File: src/rtl/shift_pkg.sv
// shift_pkg: shared types and widths for the shift arbiter and its shift unit.
// Contents: sh_mode_e shift modes, DATA_W operand width, CNT_W shift-count width,
// arb_state_e output-register states.
package shift_pkg;
    localparam int DATA_W = 32;
    localparam int CNT_W  = 5;
    typedef enum logic [1:0] {SH_LSL = 2'b00, SH_LSR = 2'b01, SH_ROL = 2'b10, SH_ROR = 2'b11} sh_mode_e;
    typedef enum logic {ST_EMPTY = 1'b0, ST_FULL = 1'b1} arb_state_e;
endpackage

File: src/rtl/shift_arb_if.sv
// shift_arb_if: request and result handshake bundle of the shift arbiter.
// Request side: i_req_valid/i_req_data/i_req_mode/i_req_count in, o_req_ready (one-hot) out.
// Result side: o_valid/o_data/o_src out, i_ready in.
// master = the requesters plus the result consumer; slave = shift_arb.
interface shift_arb_if #(
    parameter int NUM_REQ = 2,
    parameter int SRC_W   = $clog2(NUM_REQ)
);
    import shift_pkg::*;
    logic [NUM_REQ-1:0]             i_req_valid;
    logic [NUM_REQ-1:0][DATA_W-1:0] i_req_data;
    logic [NUM_REQ-1:0][1:0]        i_req_mode;
    logic [NUM_REQ-1:0][CNT_W-1:0]  i_req_count;
    logic [NUM_REQ-1:0]             o_req_ready;
    logic                           o_valid;
    logic [DATA_W-1:0]              o_data;
    logic [SRC_W-1:0]               o_src;
    logic                           i_ready;
    modport master (
        output i_req_valid, i_req_data, i_req_mode, i_req_count, i_ready,
        input  o_req_ready, o_valid, o_data, o_src
    );
    modport slave (
        input  i_req_valid, i_req_data, i_req_mode, i_req_count, i_ready,
        output o_req_ready, o_valid, o_data, o_src
    );
endinterface

File: src/rtl/shift_unit.sv
// shift_unit: combinational 32-bit shifter (logical left/right, rotate left/right).
// Ports: i_data operand, i_mode shift mode, i_count shift amount, o_data result.
module shift_unit
    import shift_pkg::*;
(
    input  logic [DATA_W-1:0] i_data,
    input  sh_mode_e          i_mode,
    input  logic [CNT_W-1:0]  i_count,
    output logic [DATA_W-1:0] o_data
);
    logic [2*DATA_W-1:0] dd;
    logic [CNT_W:0]      amt;
    logic [DATA_W-1:0]   rot;
    // Both rotates are a right shift of the doubled word; rotate left by c is rotate right by 32-c.
    always_comb begin
        dd     = {i_data, i_data};
        amt    = i_mode == SH_ROL ? (CNT_W+1)'(DATA_W) - {1'b0, i_count} : {1'b0, i_count};
        rot    = DATA_W'(dd >> amt);
        o_data = i_mode == SH_LSL ? i_data << i_count :
                 i_mode == SH_LSR ? i_data >> i_count : rot;
    end
endmodule

File: src/rtl/shift_arb.sv
// shift_arb: round-robin arbiter sharing one shift unit among NUM_REQ requesters.
// Ports: i_clk, i_rst_n (asynchronous, active-low), bus (shift_arb_if.slave):
//   per-requester valid/data/mode/count in, one-hot o_req_ready out,
//   registered o_valid/o_data/o_src out, downstream i_ready in.
// Define SHIFT_ARB_SKID_EN for a 2-entry output FIFO whose ready ignores i_ready;
// the default build uses a single EMPTY/FULL output register.
module shift_arb
    import shift_pkg::*;
#(
    parameter int NUM_REQ = 2,
    parameter int SRC_W   = $clog2(NUM_REQ)
) (
    input  logic       i_clk,
    input  logic       i_rst_n,
    shift_arb_if.slave bus
);
    logic [SRC_W-1:0]  last_grant_q, last_grant_d, sel;
    logic              any_valid, can_accept, accept, out_xfer;
    logic [DATA_W-1:0] res;

    function automatic logic [SRC_W-1:0] wrap(input int v);
        return SRC_W'(v % NUM_REQ);
    endfunction

    // Scan from farthest to nearest so the nearest valid index after last_grant wins.
    always_comb begin
        sel       = last_grant_q;
        any_valid = 1'b0;
        for (int i = NUM_REQ; i >= 1; i--) begin
            if (bus.i_req_valid[wrap(int'(last_grant_q) + i)]) begin
                sel       = wrap(int'(last_grant_q) + i);
                any_valid = 1'b1;
            end
        end
    end

    // Ready is forced low while reset is held so nothing is offered during reset.
    assign bus.o_req_ready = (i_rst_n && can_accept && any_valid) ? NUM_REQ'(1) << sel : '0;
    assign accept          = |bus.o_req_ready;
    assign out_xfer        = bus.o_valid && bus.i_ready;
    assign last_grant_d    = accept ? sel : last_grant_q;

    shift_unit u_shift (
        .i_data (bus.i_req_data[sel]),
        .i_mode (sh_mode_e'(bus.i_req_mode[sel])),
        .i_count(bus.i_req_count[sel]),
        .o_data (res)
    );

    always_ff @(posedge i_clk or negedge i_rst_n) begin
        if (!i_rst_n) last_grant_q <= SRC_W'(NUM_REQ - 1);
        else          last_grant_q <= last_grant_d;
    end

`ifdef SHIFT_ARB_SKID_EN
    logic [1:0][DATA_W-1:0] mem_q, mem_d;
    logic [1:0][SRC_W-1:0]  tag_q, tag_d;
    logic                   wptr_q, wptr_d, rptr_q, rptr_d;
    logic [1:0]             cnt_q, cnt_d;

    // Ready looks only at registered occupancy, never at i_ready.
    assign can_accept  = cnt_q != 2'd2;
    assign bus.o_valid = cnt_q != 2'd0;
    assign bus.o_data  = mem_q[rptr_q];
    assign bus.o_src   = tag_q[rptr_q];

    always_comb begin
        mem_d = mem_q;
        tag_d = tag_q;
        if (accept) begin
            mem_d[wptr_q] = res;
            tag_d[wptr_q] = sel;
        end
        wptr_d = wptr_q ^ accept;
        rptr_d = rptr_q ^ out_xfer;
        cnt_d  = cnt_q + 2'(accept) - 2'(out_xfer);
    end

    always_ff @(posedge i_clk or negedge i_rst_n) begin
        if (!i_rst_n) begin
            mem_q  <= '0;
            tag_q  <= '0;
            wptr_q <= 1'b0;
            rptr_q <= 1'b0;
            cnt_q  <= 2'd0;
        end else begin
            mem_q  <= mem_d;
            tag_q  <= tag_d;
            wptr_q <= wptr_d;
            rptr_q <= rptr_d;
            cnt_q  <= cnt_d;
        end
    end
`else
    arb_state_e        state_q, state_d;
    logic [DATA_W-1:0] data_q, data_d;
    logic [SRC_W-1:0]  src_q, src_d;

    // A full register can take a new result in the same cycle it is drained.
    assign can_accept  = state_q == ST_EMPTY || bus.i_ready;
    assign bus.o_valid = state_q == ST_FULL;
    assign bus.o_data  = data_q;
    assign bus.o_src   = src_q;

    always_comb begin
        state_d = accept ? ST_FULL : out_xfer ? ST_EMPTY : state_q;
        data_d  = accept ? res : data_q;
        src_d   = accept ? sel : src_q;
    end

    always_ff @(posedge i_clk or negedge i_rst_n) begin
        if (!i_rst_n) begin
            state_q <= ST_EMPTY;
            data_q  <= '0;
            src_q   <= '0;
        end else begin
            state_q <= state_d;
            data_q  <= data_d;
            src_q   <= src_d;
        end
    end
`endif
endmodule
File: src/flat_wrapper.sv
// flat-port wrapper written by rule: the top's interface ports become plain ports
module shift_arb_flat import shift_pkg::*;
#(
    parameter int NUM_REQ = 2,
    parameter int SRC_W   = $clog2(NUM_REQ)
)
  (i_clk, i_rst_n, bus_i_req_valid, bus_i_req_data, bus_i_req_mode, bus_i_req_count, bus_i_ready, bus_o_req_ready, bus_o_valid, bus_o_data, bus_o_src);
  shift_arb_if #(.NUM_REQ(NUM_REQ), .SRC_W(SRC_W)) bus_i ();
  input  logic i_clk;
  input  logic i_rst_n;
  input wire logic [$bits(bus_i.i_req_valid)-1:0] bus_i_req_valid;
  input wire logic [$bits(bus_i.i_req_data)-1:0] bus_i_req_data;
  input wire logic [$bits(bus_i.i_req_mode)-1:0] bus_i_req_mode;
  input wire logic [$bits(bus_i.i_req_count)-1:0] bus_i_req_count;
  input wire logic [$bits(bus_i.i_ready)-1:0] bus_i_ready;
  output wire logic [$bits(bus_i.o_req_ready)-1:0] bus_o_req_ready;
  output wire logic [$bits(bus_i.o_valid)-1:0] bus_o_valid;
  output wire logic [$bits(bus_i.o_data)-1:0] bus_o_data;
  output wire logic [$bits(bus_i.o_src)-1:0] bus_o_src;
  assign bus_i.i_req_valid = bus_i_req_valid;
  assign bus_i.i_req_data = bus_i_req_data;
  assign bus_i.i_req_mode = bus_i_req_mode;
  assign bus_i.i_req_count = bus_i_req_count;
  assign bus_i.i_ready = bus_i_ready;
  assign bus_o_req_ready = bus_i.o_req_ready;
  assign bus_o_valid = bus_i.o_valid;
  assign bus_o_data = bus_i.o_data;
  assign bus_o_src = bus_i.o_src;
  shift_arb #(.NUM_REQ(NUM_REQ), .SRC_W(SRC_W)) u_core (.i_clk(i_clk), .i_rst_n(i_rst_n), .bus(bus_i));
endmodule
File: config.mk
export PLATFORM = sky130hd
export DESIGN_NAME = shift_arb_flat
export DESIGN_NICKNAME = d
export VERILOG_FILES = /design/src/rtl/shift_pkg.sv /design/src/rtl/shift_arb_if.sv /design/src/rtl/shift_unit.sv /design/src/rtl/shift_arb.sv /design/src/flat_wrapper.sv
export SDC_FILE = /design/constraint.sdc
export NUM_CORES = 1
export LEC_CHECK = 0
export BUFFER_PORTS_ARGS = -buffer_cell sky130_fd_sc_hd__buf_2
export CAP_MARGIN = 20
export CORE_MARGIN = 2
export CORE_UTILIZATION = 65
export CTS_BUF_LIST = sky130_fd_sc_hd__clkbuf_16
export CTS_CLUSTER_DIAMETER = 100
export DETAILED_ROUTE_END_ITERATION = 10
export PLACE_DENSITY = 0.89
export SLEW_MARGIN = 20
export SYNTH_ARGS = -nofsm -noshare
export SYNTH_HDL_FRONTEND = slang
export SYNTH_HIERARCHICAL = 1
export SYNTH_SLANG_ARGS = --single-unit
File: constraint.sdc
create_clock -name i_clk -period 12.4 [get_ports i_clk]
set_input_delay 3.1 -clock i_clk [delete_from_list [all_inputs] [get_ports i_clk]]
set_output_delay 3.1 -clock i_clk [all_outputs]
set_load 0.005 [all_outputs]
==> results of run 1 <==
state kept, by name, indices dropped and copies added (netlist names):
name                 flops
u_core/bus.o_data       32
u_core/bus.o_src         1
u_core/bus.o_valid       1
u_core/last_grant_q      1
synth_stat cells, drive strengths merged (3+ instances only):
cell type | number | area (µm²)
a32oi | 5 | 43.79
a31oi | 9 | 56.30
a21oi | 49 | 256.5
mux2i | 162 | 1659
buf | 61 | 352.8
mux4 | 34 | 769.5
a211oi | 15 | 112.6
and3 | 4 | 25.02
nand2b | 6 | 37.54
a221o | 4 | 40.04
o22ai | 36 | 225.2
a311oi | 5 | 43.79
o21ai | 70 | 357.8
dfrtp | 34 | 850.8
o32ai | 5 | 43.79
nand2 | 118 | 442.9
nor2b | 5 | 31.28
o211ai | 15 | 112.6
inv | 18 | 67.56
xnor2 | 5 | 85.09
nand4 | 7 | 43.79
or3 | 4 | 25.02
nor3 | 18 | 95.09
nor3b | 3 | 33.78
a221oi | 8 | 70.07
o2111ai | 10 | 87.58
o221ai | 11 | 96.34
or2 | 12 | 75.08
nor2 | 84 | 317.8
clkbuf | 41 | 156.4
a22oi | 9 | 67.56
nand3 | 39 | 200.2
a21boi | 4 | 30.03
mux2 | 96 | 1089
metal layers:
layer / global-route usage (%) / part of all wire [%] / vias to the layer above
met3: 16.92 / 15 / 243
met5: 0 / 0.11 / -
met4: 31.37 / 8.8 / 2
met2: 73.80 / 42 / 902
li1: - / - / 4029
met1: 60.95 / 34 / 4332
worst min-delay path by stage:
stage | start | to | slack (ns)
after floorplan | u_core/last_grant_q | u_core/last_grant_q | 0.46
after global placement | u_core/last_grant_q | u_core/last_grant_q | 0.48
after detailed placement | u_core/last_grant_q | u_core/last_grant_q | 0.49
after CTS | u_core/bus.o_data[19] | u_core/bus.o_data[19] | 0.50
after global routing | u_core/bus.o_data[0] | u_core/bus.o_data[0] | 0.51
final | u_core/bus.o_data[19] | u_core/bus.o_data[19] | 0.50
final cells by class:
type                    count  area (µm²)  area share (%)
inverters                  18       67.56          0.7638
flip-flops and latches     35       877.1           9.915
clock inverters             3       38.79          0.4385
well taps                 172       215.2           2.433
multi-input cells         876        6812           77.00
repair buffers            134       710.7           8.034
clock buffers               5       125.1           1.414
report_power, final:
part	leakage, nW	switching, W	internal (W)
Combinational	3.29	0.00142	0.000808
Sequential	0.432	0.0000303	0.000169
Clock	0.0812	0.0000456	0.0000936
Total	3.80	0.00149	0.00107
cells by family after synthesis:
kind of cell / count (synthesis) / synth area share, %
xor gates and xnor gates: 6 / 1.140
and+or+nand+nor: 304 / 16.46
buffers and inverters: 120 / 7.007
AOI/OAI and AO/OA: 273 / 21.86
DFF: 35 / 10.66
adders and majority gates: 1 / 0.1520
muxes: 292 / 42.73
metrics by stage:
step | setup slack (ns) | power [W] | area, µm²
after floorplan | 5.456 | 0.001714 | 8232
after global placement | 4.560 | 0.002261 | 8682
after detailed placement | 4.483 | 0.002280 | 8682
after CTS | 4.478 | 0.002432 | 8846
after global routing | 4.302 | 0.002645 | 8846
final | 4.501 | 0.002564 | 8846
worst max-delay path: cells and delay by family:
family | cells | cell delay, ns
compound gates | 2 | 0.33
buf+inv | 3 | 1.15
simple gates | 1 | 0.21
==> out/results.tsv, run 1 <==
stage	metric	value	unit
sta	fmaxAchievable	126.6	MHz
logic_synthesis	seq_area_frac_synth	10.66	%
global_route	global_route.usage.total	49.37	%
floorplanning	core_area	0.01247	mm²
worst_setup_path	cp_data_arrival_time	4.80	ns
detailed_routing	route.antenna.remaining_nets	0	
sta	finalSetupViolations	0	
sta	worst_slew_pin_slew	1.103	ns
status	outcome	finished with violations	
clock_tree	tritoncts_num_sinks	35	
final_layout	final_common_cell	mux2i_1	
sta	grt_setup_unrepaired	no	
floorplanning	boundaryPins	119	
logic_synthesis	ys_seq_elements	35	
floorplanning	initial_core_util	66.03	%
sta	timing.final.max_slew_violations	0	
detailed_routing	drt-vias-per-instance	7.649	
worst_setup_path	worstSetupEndpointType	output port	
logic_synthesis	yosys_warnings	6	
floorplanning	die-height	116.5	µm
clock_tree	cts_tree	done	
detailed_routing	drtIter0Drc	2039	
final_layout	final_cells	1243	
global_route	globalRouteOverflowTotal	0	
worst_setup_path	crit_top_cell	buf_2	
final_layout	area.growth.synth_to_final	7.463	%
floorplanning	fp.dieArea	0.01358	mm²
worst_setup_path	crit_path_max_fanout	36	
worst_setup_path	cp_slowest_stage_delay	0.62	ns
worst_setup_path	cp-start-kind	input port	
worst_setup_path	crit_type	input port to output port	
placed_design	dp.cells	1235	
placed_design	place.port_buffers	118	
sta	slew-limit-headroom	26.08	%
sta	setup_total_negative_slack	0	ns
worst_setup_path	setup.reg_to_reg.worst_slack	7.04	ns
logic_synthesis	synth_top_flop_cell	dfrtp_1	
worst_setup_path	rr_startpoint	u_core/last_grant_q	
global_route	antenna_found_initial	1	
final_layout	number_of_filler_cells_placed_in_the_layout	1034	
run	max_cap_violations	0	
logic_synthesis	async_flop_share	100.0	%
clock_tree	clk_path_buf_depth	2	
clock_tree	worst_setup_hold_path_clk_slew	0.05	ns
sta	final.hold.worst_slack	0.5012	ns
status	violations_in_the_final_reports	DRC	
clock_tree	clock-root-buffer	clkbuf_16	
logic_synthesis	synth_enable_flop_cells	0	
floorplanning	floorplan.die.width	116.5	µm
global_route	grt_start_max_net_pins	86	
detailed_routing	drc	2	
final_layout	antenna_cells	0	
global_route	first_global_vias	8528	
detailed_routing	wirelength	34140	µm
sta	timing.final.crit_period	7.899	ns
min_path	min-delay-path-class	flop to flop	
placed_design	place_hpwl	25300	µm
sta	timing_hold_violations_final	0	
final_layout	finish.net_count	1154	
final_layout	most-common-layout-cells	159 x mux2i_1, 118 x buf_2, 118 x nand2_1	
worst_setup_path	critical_path.slowest_cell	buf_2	
detailed_routing	dr_total_vias	9508	
placed_design	gp_routability_congestion	1.144	
sta	clock-skew-final	0.002134	ns
min_path	min_delay_path_depth	1	
final_layout	fraction_of_final_layout_cells_with_drive_strength_greater_than_1	27.64	%
worst_setup_path	setup.worst_path.end	bus_o_req_ready[1]	
worst_setup_path	worst_ep_required_time	9.30	ns
clock_tree	ctsResizeCount	0	
worst_setup_path	startpoint	i_rst_n	
logic_synthesis	ys_types	72	
worst_setup_path	chain_of_cells_forming_the_critical_path	buf_2 > o21ai_2 > a21oi_4 > buf_4 > nor2b_1 > buf_2	
detailed_routing	post_drt_wl_per_cell	27.46	µm
detailed_routing	first_pass_iters	11	
logic_synthesis	syn_area_per_cell	7.984	µm²
clock_tree	post_cts_buffers	0	
worst_setup_path	worst-r2r-cell-count	15	
power	pwr_density_cell	289.9	mW/mm²
floorplanning	placement_rows	41	
logic_synthesis	postSynthCellCount	1031	
clock_tree	worstSkewPairLatency	0.27	ns
power	static-leakage-power	3.799	nW
sta	min_period_over_period	63.70	%
power	maximum_ir_drop_on_the_vdd_rail	0.0001446	V
logic_synthesis	postSynthNetCount	1115	
clock_tree	tritoncts.num_buffers	5	
global_route	wire_length_of_the_first_global_routing_pass	50050	µm
clock_tree	cts_max_level	2	
clock_tree	holdBufCountCts	0	
logic_synthesis	syn_area	0.008232	mm²
final_layout	postLayoutCoreUtil	70.96	%
worst_setup_path	critical_path.reg2reg.endpoint	u_core/bus.o_data[7]	
No activity file was read; power rests on OpenSTA's default activity.
==> inputs of run 2 (changes only) <==
--- a/config.mk
+++ b/config.mk
@@ -8,11 +8,11 @@
 export BUFFER_PORTS_ARGS = -buffer_cell sky130_fd_sc_hd__buf_2
 export CAP_MARGIN = 20
 export CORE_MARGIN = 2
-export CORE_UTILIZATION = 65
+export CORE_UTILIZATION = 60
 export CTS_BUF_LIST = sky130_fd_sc_hd__clkbuf_16
 export CTS_CLUSTER_DIAMETER = 100
 export DETAILED_ROUTE_END_ITERATION = 10
-export PLACE_DENSITY = 0.89
+export PLACE_DENSITY = 0.83
 export SLEW_MARGIN = 20
 export SYNTH_ARGS = -nofsm -noshare
 export SYNTH_HDL_FRONTEND = slang
==> constraint.sdc (replaced) <==
create_clock -name i_clk -period 7.8 [get_ports i_clk]
set_input_delay 1.95 -clock i_clk [delete_from_list [all_inputs] [get_ports i_clk]]
set_output_delay 1.95 -clock i_clk [all_outputs]
set_load 0.005 [all_outputs]
==> run 2 against run 1 <==
Net effect: the run now ends clean; clock power increased by 36%; clock skew increased by 0.0045 ns; wire length rose by 8.3%; die area grew 8.0%; critical path depth is 8 higher; power is 61% higher; combinational power is 62% higher; core utilization shrank 4.2 points; cell count up 0.88%; sequential share of layout area is essentially flat; worst hold slack gained 0.0015 ns; via count increased by 1.9%.
==> out/results.tsv, run 2 (synthesis gave the netlist of run 1 again) <==
stage	metric	value	unit	change
placed_design	place.port_buffers	118		unchanged
detailed_routing	post_drt_wl_per_cell	29.48	µm	+7.3%
global_route	globalRouteOverflowTotal	0		unchanged
clock_tree	cts_max_level	2		unchanged
floorplanning	die-height	121.1	µm	+3.9%
global_route	antenna_found_initial	1		unchanged
sta	timing.final.crit_period	6.260	ns	
worst_setup_path	critical_path.reg2reg.endpoint	u_core/bus.o_data[22]		
final_layout	finish.net_count	1161		+0.61%
clock_tree	ctsResizeCount	0		unchanged
power	sw_frac_of_total	59.15	%	+0.90 points
final_layout	antenna_cells	0		unchanged
clock_tree	tritoncts.num_buffers	5		unchanged
clock_tree	clk_path_buf_depth	2		unchanged
run	max_cap_violations	0		unchanged
floorplanning	placement_rows	42		+2.4%
clock_tree	worstSkewPairLatency	0.28	ns	about the same
placed_design	placed_area	0.008740	mm²	+0.66%
sta	min_period_over_period	80.26	%	
power	power.switching	0.002441	W	+63%
worst_setup_path	worst_ep_required_time	7.96	ns	-1.34 ns
clock_tree	tritoncts_num_sinks	35		unchanged
final_layout	fraction_of_final_layout_cells_with_drive_strength_greater_than_1	28.11	%	+0.47 points
global_route	grt.met2_usage	77.39	%	+3.6 points
final_layout	sequential_cell_area_in_the_final_layout	877.1	µm²	unchanged
power	combinationalPowerShare	87.7	%	+0.9 points
clock_tree	worst_setup_hold_path_clk_slew	0.06	ns	about the same
worst_setup_path	critical_path_buf_inv_count	4		+1
worst_setup_path	startpoint	bus_i_req_valid[1]		
sta	slew-limit-headroom	25.99	%	-0.095 points
worst_setup_path	path_delay_family	buffers and inverters		
detailed_routing	dr_total_vias	9685		+1.9%
sta	clock-skew-final	0.006639	ns	+0.004504 ns
global_route	grt_start_max_net_pins	87		+1.2%
worst_setup_path	crit_type	input port to flop		
global_route	global_route.usage.total	49.81	%	+0.44 points
global_route	highest_utilization_routing_layer_at_the_global_route_stage	met2		
sta	fmaxAchievable	159.7	MHz	
worst_setup_path	rr_startpoint	u_core/last_grant_q		
power	sequentialPowerShare	7.7	%	about the same
worst_setup_path	setup.reg_to_reg.worst_slack	2.75	ns	-4.29 ns
min_path	min-delay-path-class	flop to flop		
clock_tree	clock-root-buffer	clkbuf_16		
placed_design	place_hpwl	27930	µm	+10%
sta	finalSetupViolations	0		unchanged
worst_setup_path	worstSetupEndpointType	flop		
clock_tree	holdBufCountCts	0		unchanged
worst_setup_path	cp_slowest_stage_delay	0.81	ns	+0.19 ns
sta	timing.final.max_slew_violations	0		unchanged
global_route	wire_length_of_the_first_global_routing_pass	55140	µm	+10%
worst_setup_path	cp_data_arrival_time	6.42	ns	+1.62 ns
clock_tree	post_cts_buffers	0		unchanged
worst_setup_path	crit_top_cell	buf_4		
power	power.share.clock	4.6	%	-0.8 points
placed_design	dpl_worst_slack	1.472	ns	-3.012 ns
detailed_routing	first_pass_iters	6		-5
worst_setup_path	chain_of_cells_forming_the_critical_path	buf_2 > o21ai_4 > buf_4 > mux2_4 > buf_4 > nor3_2 > nor2_1 > xnor2_4 > buf_4 > mux2i_1 > o211ai_1 > a221oi_1 > nand3_1 > mux2_2		
final_layout	multi_input_gate_area_in_the_final_layout	0.006814	mm²	about the same
global_route	groute.layer.met1.usage	62.19	%	+1.2 points
placed_design	gp_routability_congestion	1.113		-2.8%
detailed_routing	drt-vias-per-instance	7.723		+0.97%
floorplanning	core_area	0.01330	mm²	+6.7%
floorplanning	initial_core_util	61.91	%	-4.1 points
final_layout	final_common_cell	mux2i_1		
detailed_routing	drtIter0Drc	1982		-2.8%
floorplanning	boundaryPins	119		unchanged
power	static-leakage-power	3.824	nW	+0.65%
min_path	min_delay_path_depth	1		unchanged
worst_setup_path	crit_path_max_fanout	86		+140%
final_layout	largest_register_ffs	32		unchanged
final_layout	stdcell_area	0.008880	mm²	+0.38%
status	outcome	finished clean		
final_layout	area.growth.synth_to_final	7.874	%	
global_route	first_global_vias	9107		+6.8%
detailed_routing	drc	0		-2
sta	setup_slack	1.540	ns	-2.961 ns
floorplanning	floorplan.die.width	121.1	µm	+3.9%
sta	setup_total_negative_slack	0	ns	unchanged
final_layout	postLayoutCoreUtil	66.79	%	-4.2 points
power	maximum_ir_drop_on_the_vdd_rail	0.0002414	V	+67%
power	cellInternalPower	0.001686	W	+57%
sta	timing_hold_violations_final	0		unchanged
detailed_routing	wirelength	36960	µm	+8.3%
worst_setup_path	worst-r2r-cell-count	14		-1
power	finalPower	0.004128	W	+61%
worst_setup_path	cp-start-kind	input port		
global_route	met3_usage_grt	10.67	%	-6.3 points
sta	worst_slew_pin_slew	1.110	ns	+0.006853 ns
floorplanning	fp.dieArea	0.01467	mm²	+8.0%
final_layout	number_of_filler_cells_placed_in_the_layout	1108		+7.2%
sta	grt_setup_unrepaired	no		
min_path	holdPathEnd	u_core/bus.o_data[30]		
power	pwr_density_cell	464.8	mW/mm²	+60%
final_layout	most-common-layout-cells	159 x mux2i_1, 118 x buf_2, 118 x nand2_1		
detailed_routing	route.antenna.remaining_nets	0		unchanged
worst_setup_path	critical_path.slowest_cell	buf_4		
min_path	worstHoldStart	u_core/bus.o_data[30]		
clock_tree	cts_tree	done		
==> run 2: cell count changes in the layout (fill, tap and decap cells not counted) <==
| cell | before | now |
|---|---|---|
| nor2_2 | 1 | 2 |
| inv_1 | 17 | 18 |
| nor2_1 | 83 | 82 |
| buf_4 | 16 | 23 |
| bufinv_16 | 1 | 0 |
==> run 2: power by group through the flow <==
| stage | clock [W] | sequential (W) | combinational (W) |
|---|---|---|---|
| 2_1_floorplan | 0 | 0.000317 | 0.00241 |
| 3_3_place_gp | 0 | 0.000315 | 0.00340 |
| 3_5_place_dp | 0 | 0.000320 | 0.00341 |
| 4_1_cts | 0.000189 | 0.000320 | 0.00342 |
| 5_1_grt | 0.000198 | 0.000328 | 0.00374 |
| 6_report | 0.000189 | 0.000319 | 0.00362 |
==> run 2: through the flow <==
stage	std cells	hold WS (ns)
after floorplan	1031	0.4580
after global placement	1246	0.4838
after detailed placement	1246	0.4897
after CTS	1254	0.5030
after global routing	1254	0.5170
final	1254	0.5027
==> run 2: metal layers <==
metal  wire, µm  part of all wire (%)
met5          0                     0
met4       3378                   9.1
met3       4787                    13
met2      16060                    43
met1      12740                    34
==> run 2: cell type report <==
class	count	share of cell area, %
clock buffer	5	1.409
sequential	35	9.877
clock inverter	3	0.1409
tap	176	2.480
multi-input combinational	876	76.74
timing repair buffer	141	8.595
inverter	18	0.7609
==> run 2: worst max path at each step <==
stage,to,cells after the start
global placement,u_core/bus.o_data[7],14
detailed placement,u_core/bus.o_data[7],14
finish,u_core/bus.o_data[22],14
CTS,u_core/bus.o_data[7],14
floorplan,u_core/bus.o_data[7],17
global route,u_core/bus.o_data[7],14
==> inputs of run 3 (changes only) <==
--- a/config.mk
+++ b/config.mk
@@ -8,11 +8,11 @@
 export BUFFER_PORTS_ARGS = -buffer_cell sky130_fd_sc_hd__buf_2
 export CAP_MARGIN = 20
 export CORE_MARGIN = 2
-export CORE_UTILIZATION = 60
+export CORE_UTILIZATION = 55
 export CTS_BUF_LIST = sky130_fd_sc_hd__clkbuf_16
 export CTS_CLUSTER_DIAMETER = 100
 export DETAILED_ROUTE_END_ITERATION = 10
-export PLACE_DENSITY = 0.83
+export PLACE_DENSITY = 0.8
 export SLEW_MARGIN = 20
 export SYNTH_ARGS = -nofsm -noshare
 export SYNTH_HDL_FRONTEND = slang
==> constraint.sdc (replaced) <==
create_clock -name i_clk -period 5.46 [get_ports i_clk]
set_input_delay 1.365 -clock i_clk [delete_from_list [all_inputs] [get_ports i_clk]]
set_output_delay 1.365 -clock i_clk [all_outputs]
set_load 0.005 [all_outputs]
==> run 3 against run 2 <==
Net effect: setup slack got worse by 1.2 ns; clock power increased by 45%; register-to-register slack lost 1.7 ns; cell count increased by 2.9%; critical path type unchanged; worst hold slack about the same; first-iteration DRC count fell by 19%; die area grew 8.8%; sequential share of layout area down 0.29 points; wire length grew 2.3%.
==> out/results.tsv, run 3 (synthesis gave the netlist of run 1 again) <==
stage	metric	value	unit	change
status	outcome	finished clean		
worst_setup_path	cp-start-kind	input port		
sta	finalSetupViolations	0		unchanged
placed_design	gp_routability_congestion	1.069		-3.9%
global_route	first_global_vias	8877		-2.5%
min_path	min-delay-path-class	flop to flop		
floorplanning	die-height	126.3	µm	+4.3%
clock_tree	clock-root-buffer	clkbuf_16		
final_layout	antenna_cells	0		unchanged
clock_tree	tritoncts.num_buffers	5		unchanged
floorplanning	core_area	0.01459	mm²	+9.7%
placed_design	place.port_buffers	118		unchanged
final_layout	stdcell_area	0.009148	mm²	+3.0%
sta	grt_setup_unrepaired	no		
clock_tree	cts_max_level	2		unchanged
global_route	antenna_found_initial	0		-1
sta	timing.final.max_slew_violations	0		unchanged
final_layout	most-common-layout-cells	159 x mux2i_1, 118 x buf_2, 118 x nand2_1		
final_layout	area.growth.synth_to_final	11.13	%	
power	static-leakage-power	3.979	nW	+4.1%
worst_setup_path	cp_data_arrival_time	5.31	ns	-1.11 ns
sta	fmaxAchievable	196.3	MHz	
worst_setup_path	worst_ep_required_time	5.68	ns	-2.28 ns
floorplanning	placement_rows	44		+4.8%
detailed_routing	route.antenna.remaining_nets	0		unchanged
clock_tree	worst_setup_hold_path_clk_slew	0.06	ns	about the same
detailed_routing	drc	0		unchanged
global_route	wire_length_of_the_first_global_routing_pass	55960	µm	+1.5%
final_layout	largest_register_ffs	32		unchanged
clock_tree	holdBufCountCts	0		unchanged
clock_tree	cts_tree	done		
worst_setup_path	crit_type	input port to flop		
detailed_routing	drtIter0Drc	1598		-19%
detailed_routing	drt-vias-per-instance	7.422		-3.9%
final_layout	final_common_cell	mux2i_1		
sta	clock-skew-final	0.002522	ns	-0.004117 ns
global_route	grt_start_max_net_pins	96		+10%
run	max_cap_violations	0		unchanged
sta	worst_slew_pin_slew	1.148	ns	+0.03802 ns
clock_tree	worstSkewPairLatency	0.28	ns	about the same
power	pwr_density_cell	663.7	mW/mm²	+43%
sta	slew-limit-headroom	23.17	%	-2.8 points
clock_tree	ctsResizeCount	0		unchanged
detailed_routing	first_pass_iters	6		unchanged
floorplanning	boundaryPins	119		unchanged
final_layout	postLayoutCoreUtil	62.70	%	-4.1 points
placed_design	place_hpwl	29140	µm	+4.3%
floorplanning	fp.dieArea	0.01596	mm²	+8.8%
worst_setup_path	crit_path_max_fanout	17		-80%
placed_design	placed_area	0.009010	mm²	+3.1%
sta	setup_total_negative_slack	0	ns	unchanged
sta	timing_hold_violations_final	0		unchanged
detailed_routing	post_drt_wl_per_cell	29.31	µm	-0.57%
detailed_routing	dr_total_vias	9575		-1.1%
floorplanning	floorplan.die.width	126.3	µm	+4.3%
final_layout	fraction_of_final_layout_cells_with_drive_strength_greater_than_1	29.84	%	+1.7 points
clock_tree	tritoncts_num_sinks	35		unchanged
floorplanning	initial_core_util	56.42	%	-5.5 points
sta	timing.final.crit_period	5.093	ns	
sta	min_period_over_period	93.28	%	
worst_setup_path	worstSetupEndpointType	flop		
final_layout	finish.net_count	1189		+2.4%
global_route	global_route.usage.total	46.06	%	-3.7 points
clock_tree	post_cts_buffers	0		unchanged
global_route	globalRouteOverflowTotal	0		unchanged
power	maximum_ir_drop_on_the_vdd_rail	0.0003263	V	+35%
detailed_routing	wirelength	37810	µm	+2.3%
clock_tree	clk_path_buf_depth	2		unchanged
## run 3: cell types whose count changed in the layout (fill, tap and decap cells not counted)
cell    change
buf_12      +4
buf_4      +24
nor2_1      +1
nor2_2      -1
## run 3: power by group
part           switching (W)  leakage [nW]  total [W]  internal (W)
combinational        0.00335          3.47    0.00533       0.00198
sequential         0.0000785         0.432   0.000462      0.000383
clock               0.000110        0.0724   0.000274      0.000165
## run 3: layout make-up
class / count / area (µm²)
Inverter: 18 / 67.56
Sequential cell: 35 / 877.1
Tap cell: 184 / 230.2
Clock buffer: 5 / 125.1
Fill cell: 1310 / 5441
Multi-Input combinational cell: 876 / 6812
Timing Repair Buffer: 169 / 1023
Clock inverter: 3 / 12.51
## run 3: path summary, 6_finish.rpt
kind,from,end,slack (ns),cells past startpoint
max,bus_i_req_valid[1],u_core/bus.o_data[25],0.37,12
min,u_core/bus.o_data[4],u_core/bus.o_data[4],0.50,1
max reg2reg,u_core/last_grant_q,u_core/bus.o_data[25],1.07,12
min reg2reg,u_core/bus.o_data[4],u_core/bus.o_data[4],0.50,1
max in group asynchronous,i_rst_n,u_core/last_grant_q,3.97,2
min in group asynchronous,i_rst_n,u_core/bus.o_data[7],1.14,2
## run 3: metal layers
| layer | share of wire, % | GRT usage [%] | up-vias |
|---|---|---|---|
| met5 | 0 | 0 | - |
| met4 | 8.2 | 29.22 | 0 |
| met3 | 12 | 8.013 | 184 |
| met2 | 44 | 71.44 | 803 |
| met1 | 36 | 59.45 | 4496 |
| li1 | - | - | 4092 |
## run 3: stage by stage
stage / hold WS (ns) / instances / power [W] / worst slack (ns)
2_1_floorplan: 0.4580 / 1031 / 0.003893 / 0.2509
3_3_place_gp: 0.4859 / 1282 / 0.005521 / 0.3330
3_5_place_dp: 0.4943 / 1282 / 0.005526 / 0.3118
4_1_cts: 0.5023 / 1290 / 0.005819 / 0.5779
5_1_grt: 0.5108 / 1290 / 0.006276 / 0.3039
6_report: 0.5028 / 1290 / 0.006071 / 0.3666
## run 3: critical path, cell delays in order
cell	delay [ns]
buf_2	0.12
o21ai_4	0.33
buf_4	0.29
mux2_2	0.42
nor2_2	0.17
a21oi_1	0.15
xnor2_2	0.80
nand2_1	0.48
nor3_1	0.62
a221oi_1	0.23
o21ai_1	0.15
mux2_2	0.16
